===== src/rtl/core_pkg.sv =====
// Shared decode-side types for the 5-stage RISC-V core: ALU op codes and the
// control bundle carried from ID into EX.
package core_pkg;

   localparam logic [1:0] ALUOP_ADD    = 2'b00;
   localparam logic [1:0] ALUOP_BRANCH = 2'b01;
   localparam logic [1:0] ALUOP_RTYPE  = 2'b10;
   localparam logic [1:0] ALUOP_ITYPE  = 2'b11;

   typedef struct packed {
      logic       branch;
      logic       memread;
      logic       memwrite;
      logic       memtoreg;
      logic       alusrc;
      logic [1:0] aluop;
      logic       regwrite;
   } ctrl_t;

   localparam ctrl_t BUBBLE_CTRL = '0;

endpackage


===== src/rtl/load_use_detect.sv =====
// Combinational load-use detector: a valid load in EX whose destination is
// read by the valid instruction in ID. rs2 is compared even when unused.
module load_use_detect
   #(parameter int RAW = 5)
   (input  logic           ex_valid,
    input  logic           ex_memread,
    input  logic [RAW-1:0] ex_rd,
    input  logic           id_valid,
    input  logic [RAW-1:0] id_rs1,
    input  logic [RAW-1:0] id_rs2,
    output logic           hazard);

   logic rd_match;

   assign rd_match = (ex_rd == id_rs1) || (ex_rd == id_rs2);
   assign hazard   = ex_valid && ex_memread && (ex_rd != '0) && id_valid && rd_match;

endmodule


===== src/rtl/id_ex_stage.sv =====
// ID/EX pipeline register with load-use bubble insertion, external stall and
// flush, and a saturating count of hazard bubbles.
module id_ex_stage
   import core_pkg::*;
   #(parameter int XLEN = 32,
     parameter int RAW  = 5,
     parameter int CNTW = 16)
   (input  logic            clk_i,
    input  logic            rst_i,
    input  logic            stall_i,
    input  logic            flush_i,
    input  logic            id_valid_i,
    input  logic            id_branch_i,
    input  logic            id_memread_i,
    input  logic            id_memwrite_i,
    input  logic            id_memtoreg_i,
    input  logic            id_alusrc_i,
    input  logic            id_regwrite_i,
    input  logic [1:0]      id_aluop_i,
    input  logic [9:0]      id_funct_i,
    input  logic [XLEN-1:0] id_pc_i,
    input  logic [XLEN-1:0] id_rs1_data_i,
    input  logic [XLEN-1:0] id_rs2_data_i,
    input  logic [XLEN-1:0] id_imm_i,
    input  logic [RAW-1:0]  id_rs1_i,
    input  logic [RAW-1:0]  id_rs2_i,
    input  logic [RAW-1:0]  id_rd_i,
    output logic            ex_valid_o,
    output logic            ex_branch_o,
    output logic            ex_memread_o,
    output logic            ex_memwrite_o,
    output logic            ex_memtoreg_o,
    output logic            ex_alusrc_o,
    output logic            ex_regwrite_o,
    output logic [1:0]      ex_aluop_o,
    output logic [9:0]      ex_funct_o,
    output logic [XLEN-1:0] ex_pc_o,
    output logic [XLEN-1:0] ex_rs1_data_o,
    output logic [XLEN-1:0] ex_rs2_data_o,
    output logic [XLEN-1:0] ex_imm_o,
    output logic [RAW-1:0]  ex_rs1_o,
    output logic [RAW-1:0]  ex_rs2_o,
    output logic [RAW-1:0]  ex_rd_o,
    output logic            hazard_o,
    output logic [CNTW-1:0] bubble_cnt_o);

   ctrl_t           id_ctrl;
   ctrl_t           ex_ctrl;
   logic            ex_valid;
   logic [9:0]      ex_funct;
   logic [XLEN-1:0] ex_pc;
   logic [XLEN-1:0] ex_rs1_data;
   logic [XLEN-1:0] ex_rs2_data;
   logic [XLEN-1:0] ex_imm;
   logic [RAW-1:0]  ex_rs1;
   logic [RAW-1:0]  ex_rs2;
   logic [RAW-1:0]  ex_rd;
   logic [CNTW-1:0] bubble_cnt;
   logic            hazard;
   logic            load_bubble;

   assign id_ctrl = '{branch:   id_branch_i,
                      memread:  id_memread_i,
                      memwrite: id_memwrite_i,
                      memtoreg: id_memtoreg_i,
                      alusrc:   id_alusrc_i,
                      aluop:    id_aluop_i,
                      regwrite: id_regwrite_i};

   // Flow control: there is no valid/ready pair here. hazard_o is a hold
   // request to IF/ID and PC for one cycle; stall_i freezes this stage and
   // its sources must keep flush_i and the ID slot steady until it drops.
   load_use_detect #(.RAW(RAW)) u_load_use_detect
      (.ex_valid   (ex_valid),
       .ex_memread (ex_ctrl.memread),
       .ex_rd      (ex_rd),
       .id_valid   (id_valid_i),
       .id_rs1     (id_rs1_i),
       .id_rs2     (id_rs2_i),
       .hazard     (hazard));

   assign load_bubble = flush_i || hazard;

   always_ff @(posedge clk_i or posedge rst_i) begin
      if (rst_i) begin
         ex_ctrl     <= BUBBLE_CTRL;
         ex_valid    <= 1'b0;
         ex_funct    <= '0;
         ex_pc       <= '0;
         ex_rs1_data <= '0;
         ex_rs2_data <= '0;
         ex_imm      <= '0;
         ex_rs1      <= '0;
         ex_rs2      <= '0;
         ex_rd       <= '0;
      end else if (!stall_i) begin
         if (load_bubble) begin
            ex_ctrl     <= BUBBLE_CTRL;
            ex_valid    <= 1'b0;
            ex_funct    <= '0;
            ex_pc       <= '0;
            ex_rs1_data <= '0;
            ex_rs2_data <= '0;
            ex_imm      <= '0;
            ex_rs1      <= '0;
            ex_rs2      <= '0;
            ex_rd       <= '0;
         end else begin
            // Invalid slots are captured unmodified; EX gates on ex_valid_o.
            ex_ctrl     <= id_ctrl;
            ex_valid    <= id_valid_i;
            ex_funct    <= id_funct_i;
            ex_pc       <= id_pc_i;
            ex_rs1_data <= id_rs1_data_i;
            ex_rs2_data <= id_rs2_data_i;
            ex_imm      <= id_imm_i;
            ex_rs1      <= id_rs1_i;
            ex_rs2      <= id_rs2_i;
            ex_rd       <= id_rd_i;
         end
      end
   end

   // Only hazard bubbles are counted; a flush on the same edge takes precedence.
   always_ff @(posedge clk_i or posedge rst_i) begin
      if (rst_i) begin
         bubble_cnt <= '0;
      end else if (!stall_i && !flush_i && hazard && (bubble_cnt != {CNTW{1'b1}})) begin
         bubble_cnt <= bubble_cnt + {{(CNTW-1){1'b0}}, 1'b1};
      end
   end

   assign ex_valid_o    = ex_valid;
   assign ex_branch_o   = ex_ctrl.branch;
   assign ex_memread_o  = ex_ctrl.memread;
   assign ex_memwrite_o = ex_ctrl.memwrite;
   assign ex_memtoreg_o = ex_ctrl.memtoreg;
   assign ex_alusrc_o   = ex_ctrl.alusrc;
   assign ex_regwrite_o = ex_ctrl.regwrite;
   assign ex_aluop_o    = ex_ctrl.aluop;
   assign ex_funct_o    = ex_funct;
   assign ex_pc_o       = ex_pc;
   assign ex_rs1_data_o = ex_rs1_data;
   assign ex_rs2_data_o = ex_rs2_data;
   assign ex_imm_o      = ex_imm;
   assign ex_rs1_o      = ex_rs1;
   assign ex_rs2_o      = ex_rs2;
   assign ex_rd_o       = ex_rd;
   assign hazard_o      = hazard;
   assign bubble_cnt_o  = bubble_cnt;

endmodule


===== config.mk =====
export PLATFORM = sky130hd
export DESIGN_NAME = id_ex_stage
export DESIGN_NICKNAME = d
export VERILOG_FILES = /design/src/rtl/core_pkg.sv /design/src/rtl/load_use_detect.sv /design/src/rtl/id_ex_stage.sv
export SDC_FILE = /design/constraint.sdc
export NUM_CORES = 1
export LEC_CHECK = 0
export BUFFER_PORTS_ARGS = -buffer_cell sky130_fd_sc_hd__buf_4
export CORE_AREA = 2 2 132 134
export CTS_BUF_LIST = sky130_fd_sc_hd__clkbuf_4 sky130_fd_sc_hd__clkbuf_8
export DETAILED_ROUTE_END_ITERATION = 12
export DIE_AREA = 0 0 134 136
export GPL_TIMING_DRIVEN = 0
export HOLD_SLACK_MARGIN = 0.1
export MAX_ROUTING_LAYER = met4
export PLACE_DENSITY = 0.84
export SYNTH_ARGS = -nofsm -noshare
export SYNTH_HDL_FRONTEND = slang
export SYNTH_SLANG_ARGS = --single-unit
export TNS_END_PERCENT = 100

===== constraint.sdc =====
create_clock -name clk_i -period 5.8 [get_ports clk_i]
set_clock_uncertainty 0.15 [all_clocks]
set_input_delay 0.29 -clock clk_i [delete_from_list [all_inputs] [get_ports clk_i]]
set_output_delay 0.29 -clock clk_i [all_outputs]
set_load 0.05 [all_outputs]

==> results of run 1 <==
cell type report:
cell class | count | area, µm²
diodes | 1 | 2.50
plain buffers | 57 | 289
clock buffers | 18 | 248
clock inverters | 12 | 130
fillers | 1083 | 5050
inverters | 4 | 22.5
multi-input cells | 242 | 2160
flip-flops and latches | 178 | 4450
well taps | 225 | 282
repair buffers | 508 | 4240
path summary, 6_finish.rpt:
path                                endpoint  slack [ns]  cells after the start
max                                 hazard_o        2.63                      8
min                          bubble_cnt_o[0]        0.19                      4
max reg2reg                ex_rs2_data_o[12]        3.28                      7
min reg2reg                    ex_memwrite_o        0.35                      1
max in group asynchronous  ex_rs1_data_o[29]        4.31                      4
min in group asynchronous       ex_imm_o[10]        0.31                      3
metrics by stage:
stage / cell area, µm² / util / setup TNS (ns) / worst slack [ns] / hold slack [ns]
after CTS: 11800 / 0.701 / 0 / 2.66 / 0.160
after global routing: 11800 / 0.701 / 0 / 2.47 / 0.192
after detailed placement: 9820 / 0.582 / 0 / 2.83 / 0.275
after global placement: 9780 / 0.580 / -253.75 / -1.44 / 0.322
after floorplan: 6920 / - / 0 / 0.530 / 0.302
final: 11800 / 0.701 / 0 / 2.63 / 0.188
registers in the layout (all words and copies together), names as in the netlist, 2 cells and up:
name,flops
ex_rs1_data_o,32
ex_rs2_data_o,32
ex_aluop_o,2
ex_pc_o,32
ex_rd_o,5
ex_rs2_o,5
ex_funct_o,10
bubble_cnt_o,16
ex_imm_o,32
ex_rs1_o,5
cells by family (layout without fill, tap and decap cells):
| kind of cell | after synthesis | count (layout) | synth area share |
|---|---|---|---|
| DFF | 178 | 178 | 0.644 |
| AOI/OAI and AO/OA | 165 | 165 | 0.238 |
| buffers and inverters | 61 | 599 | 0.0440 |
| and+or+nand+nor | 50 | 50 | 0.0387 |
| xor gates and xnor gates | 25 | 25 | 0.0317 |
| adders and majority gates | 1 | 1 | 0.00181 |
| muxes | 1 | 1 | 0.00163 |
| other | 0 | 1 | 0 |
critical path, delay by kind of cell (launching register included):
family | cells | cell delay, ns
simple gates | 2 | 0.72
buf+inv | 5 | 0.79
flops | 1 | 0.48
compound gates | 1 | 0.27
cells in the mapped netlist:
cell type	number	share of area
sky130_fd_sc_hd__dfrtp_1	178	0.64
sky130_fd_sc_hd__a32o_1	162	0.23
sky130_fd_sc_hd__clkbuf_1	39	0.021
sky130_fd_sc_hd__xnor2_1	25	0.032
sky130_fd_sc_hd__nand3_1	13	0.0094
sky130_fd_sc_hd__buf_2	9	0.0065
sky130_fd_sc_hd__buf_6	8	0.013
sky130_fd_sc_hd__nand2_1	8	0.0043
sky130_fd_sc_hd__nand4_1	8	0.0072
sky130_fd_sc_hd__nor2_1	6	0.0033
sky130_fd_sc_hd__inv_1	4	0.0022
sky130_fd_sc_hd__and3_1	3	0.0027
sky130_fd_sc_hd__nor4_1	3	0.0027
sky130_fd_sc_hd__nand2b_1	2	0.0018
sky130_fd_sc_hd__nor3_1	2	0.0014
sky130_fd_sc_hd__nor4b_1	2	0.0025
sky130_fd_sc_hd__a21oi_1	1	0.00072
sky130_fd_sc_hd__and4_1	1	0.0013
sky130_fd_sc_hd__buf_4	1	0.0011
sky130_fd_sc_hd__ha_1	1	0.0018
sky130_fd_sc_hd__mux2_2	1	0.0016
sky130_fd_sc_hd__o2111ai_2	1	0.0022
sky130_fd_sc_hd__o22ai_1	1	0.00091
sky130_fd_sc_hd__or2_2	1	0.00091
sky130_fd_sc_hd__or4_1	1	0.0011
routing by layer:
layer / global-route usage / share of wire
met1: 0.340 / 0.38
met2: 0.511 / 0.53
met3: 0.0522 / 0.054
met4: 0.147 / 0.043
met5: - / 0
power groups by stage:
| stage | logic [µW] | registers (µW) | clock network (µW) |
|---|---|---|---|
| finish | 851 | 1390 | 858 |
| global route | 882 | 1400 | 928 |
| CTS | 836 | 1380 | 877 |
| detailed placement | 744 | 1410 | 0 |
| global placement | 733 | 1400 | 0 |
| floorplan | 141 | 1710 | 0 |
==> run metrics, run 1 <==
register share of total power=0.449; master cell of the clock root buffer=sky130_fd_sc_hd__clkbuf_8; vias in the first global route=~7,500; die height=about 140 µm; Arrival @ worst endpoint=2.73 ns; highest net fanout along the worst path=10; area added between synthesis and finish=71.0%; crit path cell chain=or4_1, o2111ai_2, nand2b_1, buf_4, buf_6, buf_6, inv_1, buf_4; count of different cell masters after synthesis=25; post-detailed-route via-to-cell ratio=5.67; sequential share of the synthesized area=0.644; Ports=approximately 350; Die Wd=around 130 µm; maximum clock frequency=0.315 GHz; clock latency at the later pin of the worst-skew pair=0.45 ns; leakage dissipation=0.00555 µW; global-route wire length before repair=40.7 mm; Hold Path Class=input port to flip-flop; capturing element type of the critical path=output port; period utilization=0.547; worst setup path startpoint=ex_rd_o[1]; post-synthesis net count=648; core region area=16,900 µm²; post-layout total power=3100 µW; launch instance of the worst min-delay path=flush_i; total standard cell area after synthesis=6920 µm²; count of endpoints failing setup in the final report=0; deepest clock path buffer count=2; unrepaired setup endpoints after global routing=no; minimum period implied by the final worst setup slack=3.17 ns; power density of the placed cells=approximately 260 nW/µm²; RD Place Congestion=between 0.8 and 0.9; internal portion of total power=2050 µW; switching component of the power=1050 µW; fraction of layout cells with a size suffix above 1=0.390; Worst Setup Path Type=flip-flop to output port; worst stage delay on the critical path=slightly below 0.6 ns; number of cell rows=48; combinational cell fraction of total power=0.274; Post-layout nets=1,175; Clock Sinks=178; DRC violation total after the first TritonRoute iteration=450; pins over their slew limit=0; Pre-Repair DR Iteration Count=5; PortBufs=344; pin count of the biggest net entering global routing=93; critical-path cell with the highest stage delay=sky130_fd_sc_hd__or4_1; post-synthesis sequential element count=around 180; worst voltage drop across the vdd grid=~0.17 mV; Syn. warnings=0; maxcap violations=0; sort of element at the start of the critical path=flip-flop; number of nets with antenna violations after detailed routing=0; hpwl dp=15.8 mm; switch share=0.338; most common cell after layout, fill and taps aside=sky130_fd_sc_hd__buf_4; worst slew slack as a fraction of its limit=0.532; mean instance size in the synthesized netlist=14.4 µm²; total number of H-tree levels=4; final count of hold timing violations=0; GRT Total Usage=0.298; worst slew pin tran=0.703 ns; effective utilization at floorplan=0.410; gr ovfl total=0; cell count after synthesis=481; hold-fix buffers at CTS=163; part of the total power dissipated in the clock network=0.277; total vias in the final route=7,064; count of cells resized by post-cts repair=0; worst path required time=5.36 ns; post-route DRC violation count=0; clock buffer count from CTS=17; launch point of the worst reg-to-reg path=ex_rd_o[1]; clock slew at reported path FFs=0.10 ns; final WL=26.7 mm; average detailed-routed wire length per instance=21.4 µm; TritonCTS clock tree=yes; antenna violations before repair=1; count of placed standard cells in the final layout, fillers left out=around 1,200; highest-count cells in the layout ignoring fill and taps=sky130_fd_sc_hd__buf_4, sky130_fd_sc_hd__dfrtp_1, sky130_fd_sc_hd__dlygate4sd3_1; run status=completed; DIE AREA=18,200 µm²; number of cells after detailed placement=1,051; Post-CTS Setup Inserts=0
Power figures use the tool's default switching activity.
==> run 2: changes to the inputs <==
--- a/config.mk
+++ b/config.mk
@@ -5,15 +5,16 @@
 export SDC_FILE = /design/constraint.sdc
 export NUM_CORES = 1
 export LEC_CHECK = 0
+export ABC_AREA = 1
 export BUFFER_PORTS_ARGS = -buffer_cell sky130_fd_sc_hd__buf_4
-export CORE_AREA = 2 2 132 134
+export CORE_MARGIN = 2
+export CORE_UTILIZATION = 44
 export CTS_BUF_LIST = sky130_fd_sc_hd__clkbuf_4 sky130_fd_sc_hd__clkbuf_8
 export DETAILED_ROUTE_END_ITERATION = 12
-export DIE_AREA = 0 0 134 136
 export GPL_TIMING_DRIVEN = 0
 export HOLD_SLACK_MARGIN = 0.1
 export MAX_ROUTING_LAYER = met4
-export PLACE_DENSITY = 0.84
+export PLACE_DENSITY = 0.9
 export SYNTH_ARGS = -nofsm -noshare
 export SYNTH_HDL_FRONTEND = slang
 export SYNTH_SLANG_ARGS = --single-unit
==> constraint.sdc (replaced) <==
create_clock -name clk_i -period 2.75 [get_ports clk_i]
set_clock_uncertainty 0.15 [all_clocks]
set_input_delay 0.1375 -clock clk_i [delete_from_list [all_inputs] [get_ports clk_i]]
set_output_delay 0.1375 -clock clk_i [all_outputs]
set_load 0.05 [all_outputs]
==> run 2 against run 1 <==
Net effect:
- clock-buffer cell count fell by 1
- sequential power rose by 110%
- via count rose by 24%
- sequential share of layout area fell by 2.2 points
- critical path depth rose by 2
- wire length rose by 18%
- global-route usage rose by 5.4 points
- non-clock buffer count did not move
- register-to-register slack got worse by 2.5 ns
- setup slack got worse by 2.2 ns
- largest cell class unchanged
- highest routed layer unchanged
==> run metrics, run 2 <==
cell count after synthesis=872 (was 481); vias in the first global route=9,165 (was 7,529); post-synthesis sequential element count=178 (unchanged); PortBufs=343 (was 344); fill cell count=1,009 (was 1,083); worst slew slack as a fraction of its limit=0.508 (was 0.532); RD Place Congestion=0.859 (was 0.839); average detailed-routed wire length per instance=19.2 µm (was 21.4 µm); maximum clock frequency=0.424 GHz; minimum period implied by the final worst setup slack=about 2.4 ns; DIE AREA=18,300 µm² (was 18,200 µm²); post-route DRC violation count=0 (unchanged); Clock Sinks=178 (unchanged); highest net fanout along the worst path=10 (unchanged); global-route wire length before repair=48.0 mm (was 40.7 mm); capturing element type of the critical path=output port (unchanged); sort of element at the start of the critical path=flip-flop (unchanged); most instantiated library cell after synthesis=sky130_fd_sc_hd__nand2_1 (was sky130_fd_sc_hd__dfrtp_1); mean instance size in the synthesized netlist=8.68 µm² (was 14.4 µm²); pins over their slew limit=0 (unchanged); total standard cell area after synthesis=7570 µm² (was 6920 µm²); global-route layer with the greatest usage=met2 (unchanged); total vias in the final route=8,772 (was 7,064); antenna violations before repair=3 (was 1); sequential share of the synthesized area=0.588 (was 0.644); Worst Setup Path Type=flip-flop to output port (unchanged); Worst Setup Slack, final=0.394 ns (was 2.63 ns); clock latency at the later pin of the worst-skew pair=0.46 ns (was 0.45 ns); Die Wd=135 µm (was 134 µm); Post-CTS Setup Inserts=0 (unchanged); Post-layout nets=1,569 (was 1,175); Ports=345 (unchanged); number of cells after detailed placement=1,439 (was 1,051); leakage dissipation=0.00692 µW (was 0.00555 µW); area added between synthesis and finish=66.0% (was 71.0%); count of endpoints failing setup in the final report=0 (unchanged); hpwl dp=18.1 mm (was 15.8 mm); worst voltage drop across the vdd grid=0.401 mV (was 0.166 mV); Arrival @ worst endpoint=2.07 ns (was 2.73 ns); TritonCTS clock tree=yes (unchanged); core region area=16,700 µm² (was 16,900 µm²); total number of H-tree levels=4 (unchanged); Commonest cells post-synth=sky130_fd_sc_hd__nand2_1, sky130_fd_sc_hd__dfrtp_1, sky130_fd_sc_hd__nand3_1 (was sky130_fd_sc_hd__dfrtp_1, sky130_fd_sc_hd__a32o_1, sky130_fd_sc_hd__clkbuf_1); Pre-Repair DR Iteration Count=5 (unchanged); library cell occupying the most area in the post-synthesis netlist=sky130_fd_sc_hd__dfrtp_1 (unchanged); final count of hold timing violations=0 (unchanged); power density of the placed cells=534 nW/µm² (was 262 nW/µm²); top-area cell type share of the netlist area=0.588 (was 0.644); final core utilization=0.752 (was 0.701); fraction of met1 tracks used by global routing=0.382 (was 0.340); routing usage on met3=0.0804 (was 0.0522); clock buffer count from CTS=17 (unchanged); met2 layer usage reported by global route=0.594 (was 0.511); most common cell after layout, fill and taps aside=sky130_fd_sc_hd__nand2_1 (was sky130_fd_sc_hd__buf_4); cell types occupying the most area after synthesis=sky130_fd_sc_hd__dfrtp_1, sky130_fd_sc_hd__nand2_1, sky130_fd_sc_hd__nand3_1, sky130_fd_sc_hd__buf_6, sky130_fd_sc_hd__buf_2 (was sky130_fd_sc_hd__dfrtp_1, sky130_fd_sc_hd__a32o_1, sky130_fd_sc_hd__xnor2_1, sky130_fd_sc_hd__clkbuf_1, sky130_fd_sc_hd__buf_6); worst path required time=2.46 ns (was 5.36 ns); die height=135 µm (was 136 µm); effective utilization at floorplan=0.453 (was 0.410); maxcap violations=0 (unchanged); Top FF cell, synth=sky130_fd_sc_hd__dfrtp_1 (unchanged); run status=completed (unchanged); count of different cell masters after synthesis=20 (was 25); fraction of layout cells with a size suffix above 1=0.301 (was 0.390); async set-reset flop share out of synthesis=1.00 (unchanged); Hold Path Class=input port to flip-flop (unchanged); unrepaired setup endpoints after global routing=no (unchanged); period utilization=0.857; post-layout total power=6710 µW (was 3100 µW); post-synthesis net count=1,039 (was 648); number of nets with antenna violations after detailed routing=0 (unchanged); final WL=31.5 mm (was 26.7 mm); GRT Total Usage=0.352 (was 0.298); post-detailed-route via-to-cell ratio=5.36 (was 5.67); Syn. warnings=0 (unchanged); clock slew at reported path FFs=0.09 ns (was 0.10 ns); count of cells resized by post-cts repair=0 (unchanged); Worst Setup Slack post-DPL=0.824 ns (was 2.83 ns); number of cell rows=47 (was 48); worst slew pin tran=0.738 ns (was 0.703 ns); highest-count cells in the layout ignoring fill and taps=sky130_fd_sc_hd__nand2_1, sky130_fd_sc_hd__buf_4, sky130_fd_sc_hd__dfrtp_1 (was sky130_fd_sc_hd__buf_4, sky130_fd_sc_hd__dfrtp_1, sky130_fd_sc_hd__dlygate4sd3_1); count of flip-flops with a built-in enable after synthesis=0 (unchanged); DRC violation total after the first TritonRoute iteration=700 (was 450); count of placed standard cells in the final layout, fillers left out=1,637 (was 1,245); pin count of the biggest net entering global routing=43 (was 93); FF-to-FF setup slack=0.79 ns (was 3.28 ns); master cell of the clock root buffer=sky130_fd_sc_hd__clkbuf_8 (unchanged); gr ovfl total=0 (unchanged); deepest clock path buffer count=2 (unchanged)
==> run 2: changes by cell type in the layout (fill, tap and decap cells not counted), moves of 10 or more <==
| cell | previous run | this run |
|---|---|---|
| sky130_fd_sc_hd__nand2_1 | 8 | 389 |
| sky130_fd_sc_hd__o21ai_0 | 0 | 14 |
| sky130_fd_sc_hd__xnor2_1 | 25 | 7 |
| sky130_fd_sc_hd__buf_2 | 9 | 19 |
| sky130_fd_sc_hd__inv_1 | 3 | 24 |
| sky130_fd_sc_hd__clkbuf_1 | 39 | 18 |
| sky130_fd_sc_hd__nand3_1 | 13 | 162 |
| sky130_fd_sc_hd__a32o_1 | 162 | 0 |
==> run 2: cells by family (layout without fill, tap and decap cells) <==
kind of cell	count (synthesis)	count (layout)	share of synthesized area
AO/OA/AOI/OAI	14	14	0.00926
XOR/XNOR	16	16	0.0185
buffers and inverters	84	626	0.0617
AND/OR/NAND/NOR	579	579	0.320
flip-flops	178	178	0.588
adder cells (fa/ha/maj)	1	1	0.00165
other	0	3	0
==> run 2: layout make-up <==
| cell class | count | area (µm²) | area share |
|---|---|---|---|
| sequential | 178 | 4450 | 0.355 |
| inverter | 30 | 116 | 0.00926 |
| clock inverter | 14 | 178 | 0.0141 |
| buffer | 54 | 354 | 0.0282 |
| timing repair buffer | 511 | 4300 | 0.342 |
| antenna | 3 | 7.51 | 0.000597 |
| multi-input combinational | 610 | 2650 | 0.211 |
| clock buffer | 17 | 234 | 0.0186 |
| tap | 220 | 275 | 0.0219 |
==> run 2: power by group <==
part           leakage (µW)  switching [µW]  internal (µW)  total, µW
clock network      0.000201            1030            909       1940
registers           0.00233             137           2800       2940
logic               0.00438            1170            663       1830
==> run 2: timing repair <==
action / in CTS / in global routing
hold endpoints to repair: 275 / 0
setup endpoints to repair: 0 / 0
hold buffers: 164 / 0
==> run 2: critical path, cell delays in order (launching register included) <==
cell and delay, ns:
sky130_fd_sc_hd__dfrtp_1 0.48, sky130_fd_sc_hd__nand2_1 0.09, sky130_fd_sc_hd__inv_1 0.04, sky130_fd_sc_hd__nor2_1 0.17, sky130_fd_sc_hd__nor2_1 0.09, sky130_fd_sc_hd__nand3_1 0.09
sky130_fd_sc_hd__nand2_2 0.09, sky130_fd_sc_hd__nand2_2 0.10, sky130_fd_sc_hd__buf_2 0.22, sky130_fd_sc_hd__inv_1 0.07, sky130_fd_sc_hd__buf_4 0.19
==> run 2: path summary, 6_finish.rpt <==
| kind | startpoint | to | depth (start not counted) |
|---|---|---|---|
| worst min register to register | ex_rs2_data_o[14] | ex_rs2_data_o[14] | 2 |
| worst max register to register | ex_rd_o[0] | ex_rs1_o[4] | 10 |
| max in group asynchronous | rst_i | ex_imm_o[22] | 5 |
| worst min-delay path | stall_i | ex_rs2_o[0] | 4 |
| worst max-delay path | ex_rd_o[0] | hazard_o | 10 |
| min in group asynchronous | rst_i | ex_rs1_data_o[9] | 3 |
==> run 2: layer usage <==
layer / part of all wire / wire, µm
met1: 0.35 / 11100
met5: 0 / 0
met2: 0.51 / 16000
met4: 0.062 / 1960
met3: 0.077 / 2420
==> run 2: through the flow <==
step           TNS (ns)  instance area [µm²]  hold slack, ns
6_report              0                12600           0.137
5_1_grt               0                12600           0.172
4_1_cts               0                12600           0.115
3_5_place_dp          0                10500          0.0695
3_3_place_gp    -150.74                10400           0.210
2_1_floorplan         0                 7570           0.125
==> run 3: changes to the inputs <==
--- a/config.mk
+++ b/config.mk
@@ -7,6 +7,7 @@
 export LEC_CHECK = 0
 export ABC_AREA = 1
 export BUFFER_PORTS_ARGS = -buffer_cell sky130_fd_sc_hd__buf_4
+export CORE_ASPECT_RATIO = 0.8
 export CORE_MARGIN = 2
 export CORE_UTILIZATION = 44
 export CTS_BUF_LIST = sky130_fd_sc_hd__clkbuf_4 sky130_fd_sc_hd__clkbuf_8
==> run 3 against run 2 <==
Net effect:
- flip-flop and latch count unchanged
- critical path type unchanged
- critical endpoint unchanged
- wire length fell by 0.45%
- core utilization is 0.27 points lower
==> run metrics, run 3 (same netlist as run 2, synthesis figures left out) <==
run status=completed (unchanged); worst voltage drop across the vdd grid=0.387 mV (was 0.401 mV); worst setup path startpoint=ex_rd_o[2] (was ex_rd_o[0]); fill cell count=1,027 (was 1,009); internal portion of total power=4200 µW (was 4370 µW); path depth of the worst reg2reg path=8 (was 10); worst slew slack as a fraction of its limit=0.489 (was 0.508); combined area of the multi-input logic cells=2650 µm² (unchanged); count of cell instances traversed by the critical path=10 (unchanged); post-detailed-route via-to-cell ratio=5.43 (was 5.36); area added between synthesis and finish=65.5% (was 66.0%); Buf+Inv Stages, Crit Path=4 (unchanged); DRC violation total after the first TritonRoute iteration=782 (was 700); area of placed instances=10,500 µm² (unchanged); switch share=0.358 (was 0.349); count of cells resized by post-cts repair=0 (unchanged); antenna violations before repair=4 (was 3); master cell of the clock root buffer=sky130_fd_sc_hd__clkbuf_8 (unchanged); number of cells after detailed placement=1,439 (unchanged); smallest hold slack=0.164 ns (was 0.137 ns); sort of element at the start of the critical path=flip-flop (unchanged); highest-count cells in the layout ignoring fill and taps=sky130_fd_sc_hd__nand2_1, sky130_fd_sc_hd__buf_4, sky130_fd_sc_hd__dfrtp_1 (unchanged); FF-to-FF setup slack=0.74 ns (was 0.79 ns); Worst Setup Slack post-DPL=0.789 ns (was 0.824 ns); global-route wire length before repair=47.3 mm (was 48.0 mm); final count of hold timing violations=0 (unchanged); clock latency at the later pin of the worst-skew pair=0.44 ns (was 0.46 ns); total number of H-tree levels=4 (unchanged); maxcap violations=0 (unchanged); end of the worst register-to-register path=bubble_cnt_o[2] (was ex_rs1_o[4]); vias in the first global route=9,103 (was 9,165); Clock Sinks=178 (unchanged); effective utilization at floorplan=0.453 (about the same); hpwl dp=18.4 mm (was 18.1 mm); Worst Setup Path Type=flip-flop to output port (unchanged); Die Wd=151 µm (was 135 µm); GRT Total Usage=0.347 (was 0.352); capturing element type of the critical path=output port (unchanged); count of placed standard cells in the final layout, fillers left out=1,640 (was 1,637); pin count of the biggest net entering global routing=45 (was 43); family with the most delay on the worst path=simple AND/OR/NAND/NOR gates (unchanged); post-route DRC violation count=0 (unchanged); worst slew pin tran=0.764 ns (was 0.738 ns); Ports=345 (unchanged); clock buffer count from CTS=17 (unchanged); period utilization=0.853 (was 0.857); unrepaired setup endpoints after global routing=no (unchanged); PortBufs=343 (unchanged); total vias in the final route=8,902 (was 8,772); Non-Filler Cell Area, Final=12,500 µm² (was 12,600 µm²); clock slew at reported path FFs=0.09 ns (about the same); most common cell after layout, fill and taps aside=sky130_fd_sc_hd__nand2_1 (unchanged); Worst Setup Slack, final=0.405 ns (was 0.394 ns); power density of the placed cells=522 nW/µm² (was 534 nW/µm²); pins over their slew limit=0 (unchanged); count of endpoints failing setup in the final report=0 (unchanged); average detailed-routed wire length per instance=19.1 µm (was 19.2 µm); Post-CTS Setup Inserts=0 (unchanged); Pre-Repair DR Iteration Count=6 (was 5); gr ovfl total=0 (unchanged); number of cell rows=42 (was 47); Hold Path Class=input port to flip-flop (unchanged); deepest clock path buffer count=2 (unchanged); launch point of the worst reg-to-reg path=bubble_cnt_o[0] (was ex_rd_o[0]); combinational cell fraction of total power=0.281 (was 0.273); total area of sequential cells=4450 µm² (unchanged); Arrival @ worst endpoint=2.06 ns (was 2.07 ns); minimum period implied by the final worst setup slack=2.35 ns (was 2.36 ns); final WL=31.3 mm (was 31.5 mm); fraction of layout cells with a size suffix above 1=0.301 (unchanged); maximum clock frequency=0.426 GHz (was 0.424 GHz); number of nets with antenna violations after detailed routing=0 (unchanged); worst setup path endpoint=hazard_o (unchanged); worst stage delay on the critical path=0.47 ns (was 0.48 ns); critical-path cell with the highest stage delay=sky130_fd_sc_hd__dfrtp_1 (unchanged); DIE AREA=18,300 µm² (about the same); part of the total power dissipated in the clock network=0.270 (was 0.289); register share of total power=0.449 (was 0.437); core region area=16,700 µm² (about the same); switching component of the power=2340 µW (about the same); leakage dissipation=0.00689 µW (was 0.00692 µW); die height=121 µm (was 135 µm); TritonCTS clock tree=yes (unchanged); worst path required time=2.46 ns (about the same); RD Place Congestion=0.861 (was 0.859); highest net fanout along the worst path=10 (unchanged); post-layout total power=6540 µW (was 6710 µW); crit path cell chain=inv_2, nand2_1, nand2_1, nor2_1, nand3_1, nand2_2, nand2_2, buf_2, inv_1, buf_4 (was nand2_1, inv_1, nor2_1, nor2_1, nand3_1, nand2_2, nand2_2, buf_2, inv_1, buf_4); Post-layout nets=1,569 (unchanged)
run 3: changes by cell type in the layout (fill, tap and decap cells not counted):
cell / change
sky130_fd_sc_hd__diode_2: +3
sky130_fd_sc_hd__clkbuf_4: +1
sky130_fd_sc_hd__clkinv_4: -1
sky130_fd_sc_hd__bufinv_16: -2
sky130_fd_sc_hd__inv_6: +1
sky130_fd_sc_hd__clkinvlp_4: +1
run 3: how the worst min path moves through the flow:
stage / startpoint / end / slack [ns] / cells past startpoint
after global placement: id_aluop_i[0] / ex_aluop_o[0] / 0.21 / 3
after floorplan: id_aluop_i[0] / ex_aluop_o[0] / 0.13 / 2
after detailed placement: rst_i / ex_rs1_data_o[16] / 0.15 / 2
final: stall_i / ex_imm_o[7] / 0.16 / 4
after global routing: stall_i / ex_imm_o[12] / 0.18 / 4
after CTS: stall_i / ex_imm_o[9] / 0.11 / 4
run 3: repair_timing:
item,4_1_cts,5_1_grt
endpoints found under the setup margin,0,0
hold endpoints to repair,219,0
hold buffers,164,0
run 3: stage by stage:
stage / utilization / setup TNS [ns]
after global routing: 0.749 / 0
after CTS: 0.749 / 0
after global placement: 0.624 / -159.87
after detailed placement: 0.629 / 0
final: 0.750 / 0
after floorplan: - / 0
run 3: cell type report:
cell class,count,share of cell area
Antenna cell,6,0.00120
Buffer,54,0.0283
Clock buffer,18,0.0193
Clock inverter,13,0.00999
Inverter,30,0.00929
Multi-Input combinational cell,610,0.211
Sequential cell,178,0.356
Tap cell,220,0.0220
Timing Repair Buffer,511,0.343
run 3: worst register-to-register path: cells and delay by family, from the launching register on:
family / cells / cell delay [ns]
fa+ha+maj: 1 / 0.25
buf+inv: 2 / 0.37
simple gates: 5 / 0.69
flops: 1 / 0.45
run 3: power groups by stage:
stage	clock, µW	sequential (µW)	combinational [µW]
6_report	1770	2930	1840
5_1_grt	1890	2950	1920
4_1_cts	1750	2910	1780
3_5_place_dp	0	2960	1590
3_3_place_gp	0	2960	1550
2_1_floorplan	0	3610	293
run 3: metal layers:
| layer | part of all wire | routed length, µm | track usage | vias up |
|---|---|---|---|---|
| met3 | 0.092 | 2890 | 0.0917 | 186 |
| met4 | 0.061 | 1920 | 0.213 | 0 |
| met2 | 0.49 | 15300 | 0.568 | 611 |
| li1 | - | - | - | 3829 |
| met5 | 0 | 0 | - | - |
| met1 | 0.36 | 11200 | 0.378 | 4276 |
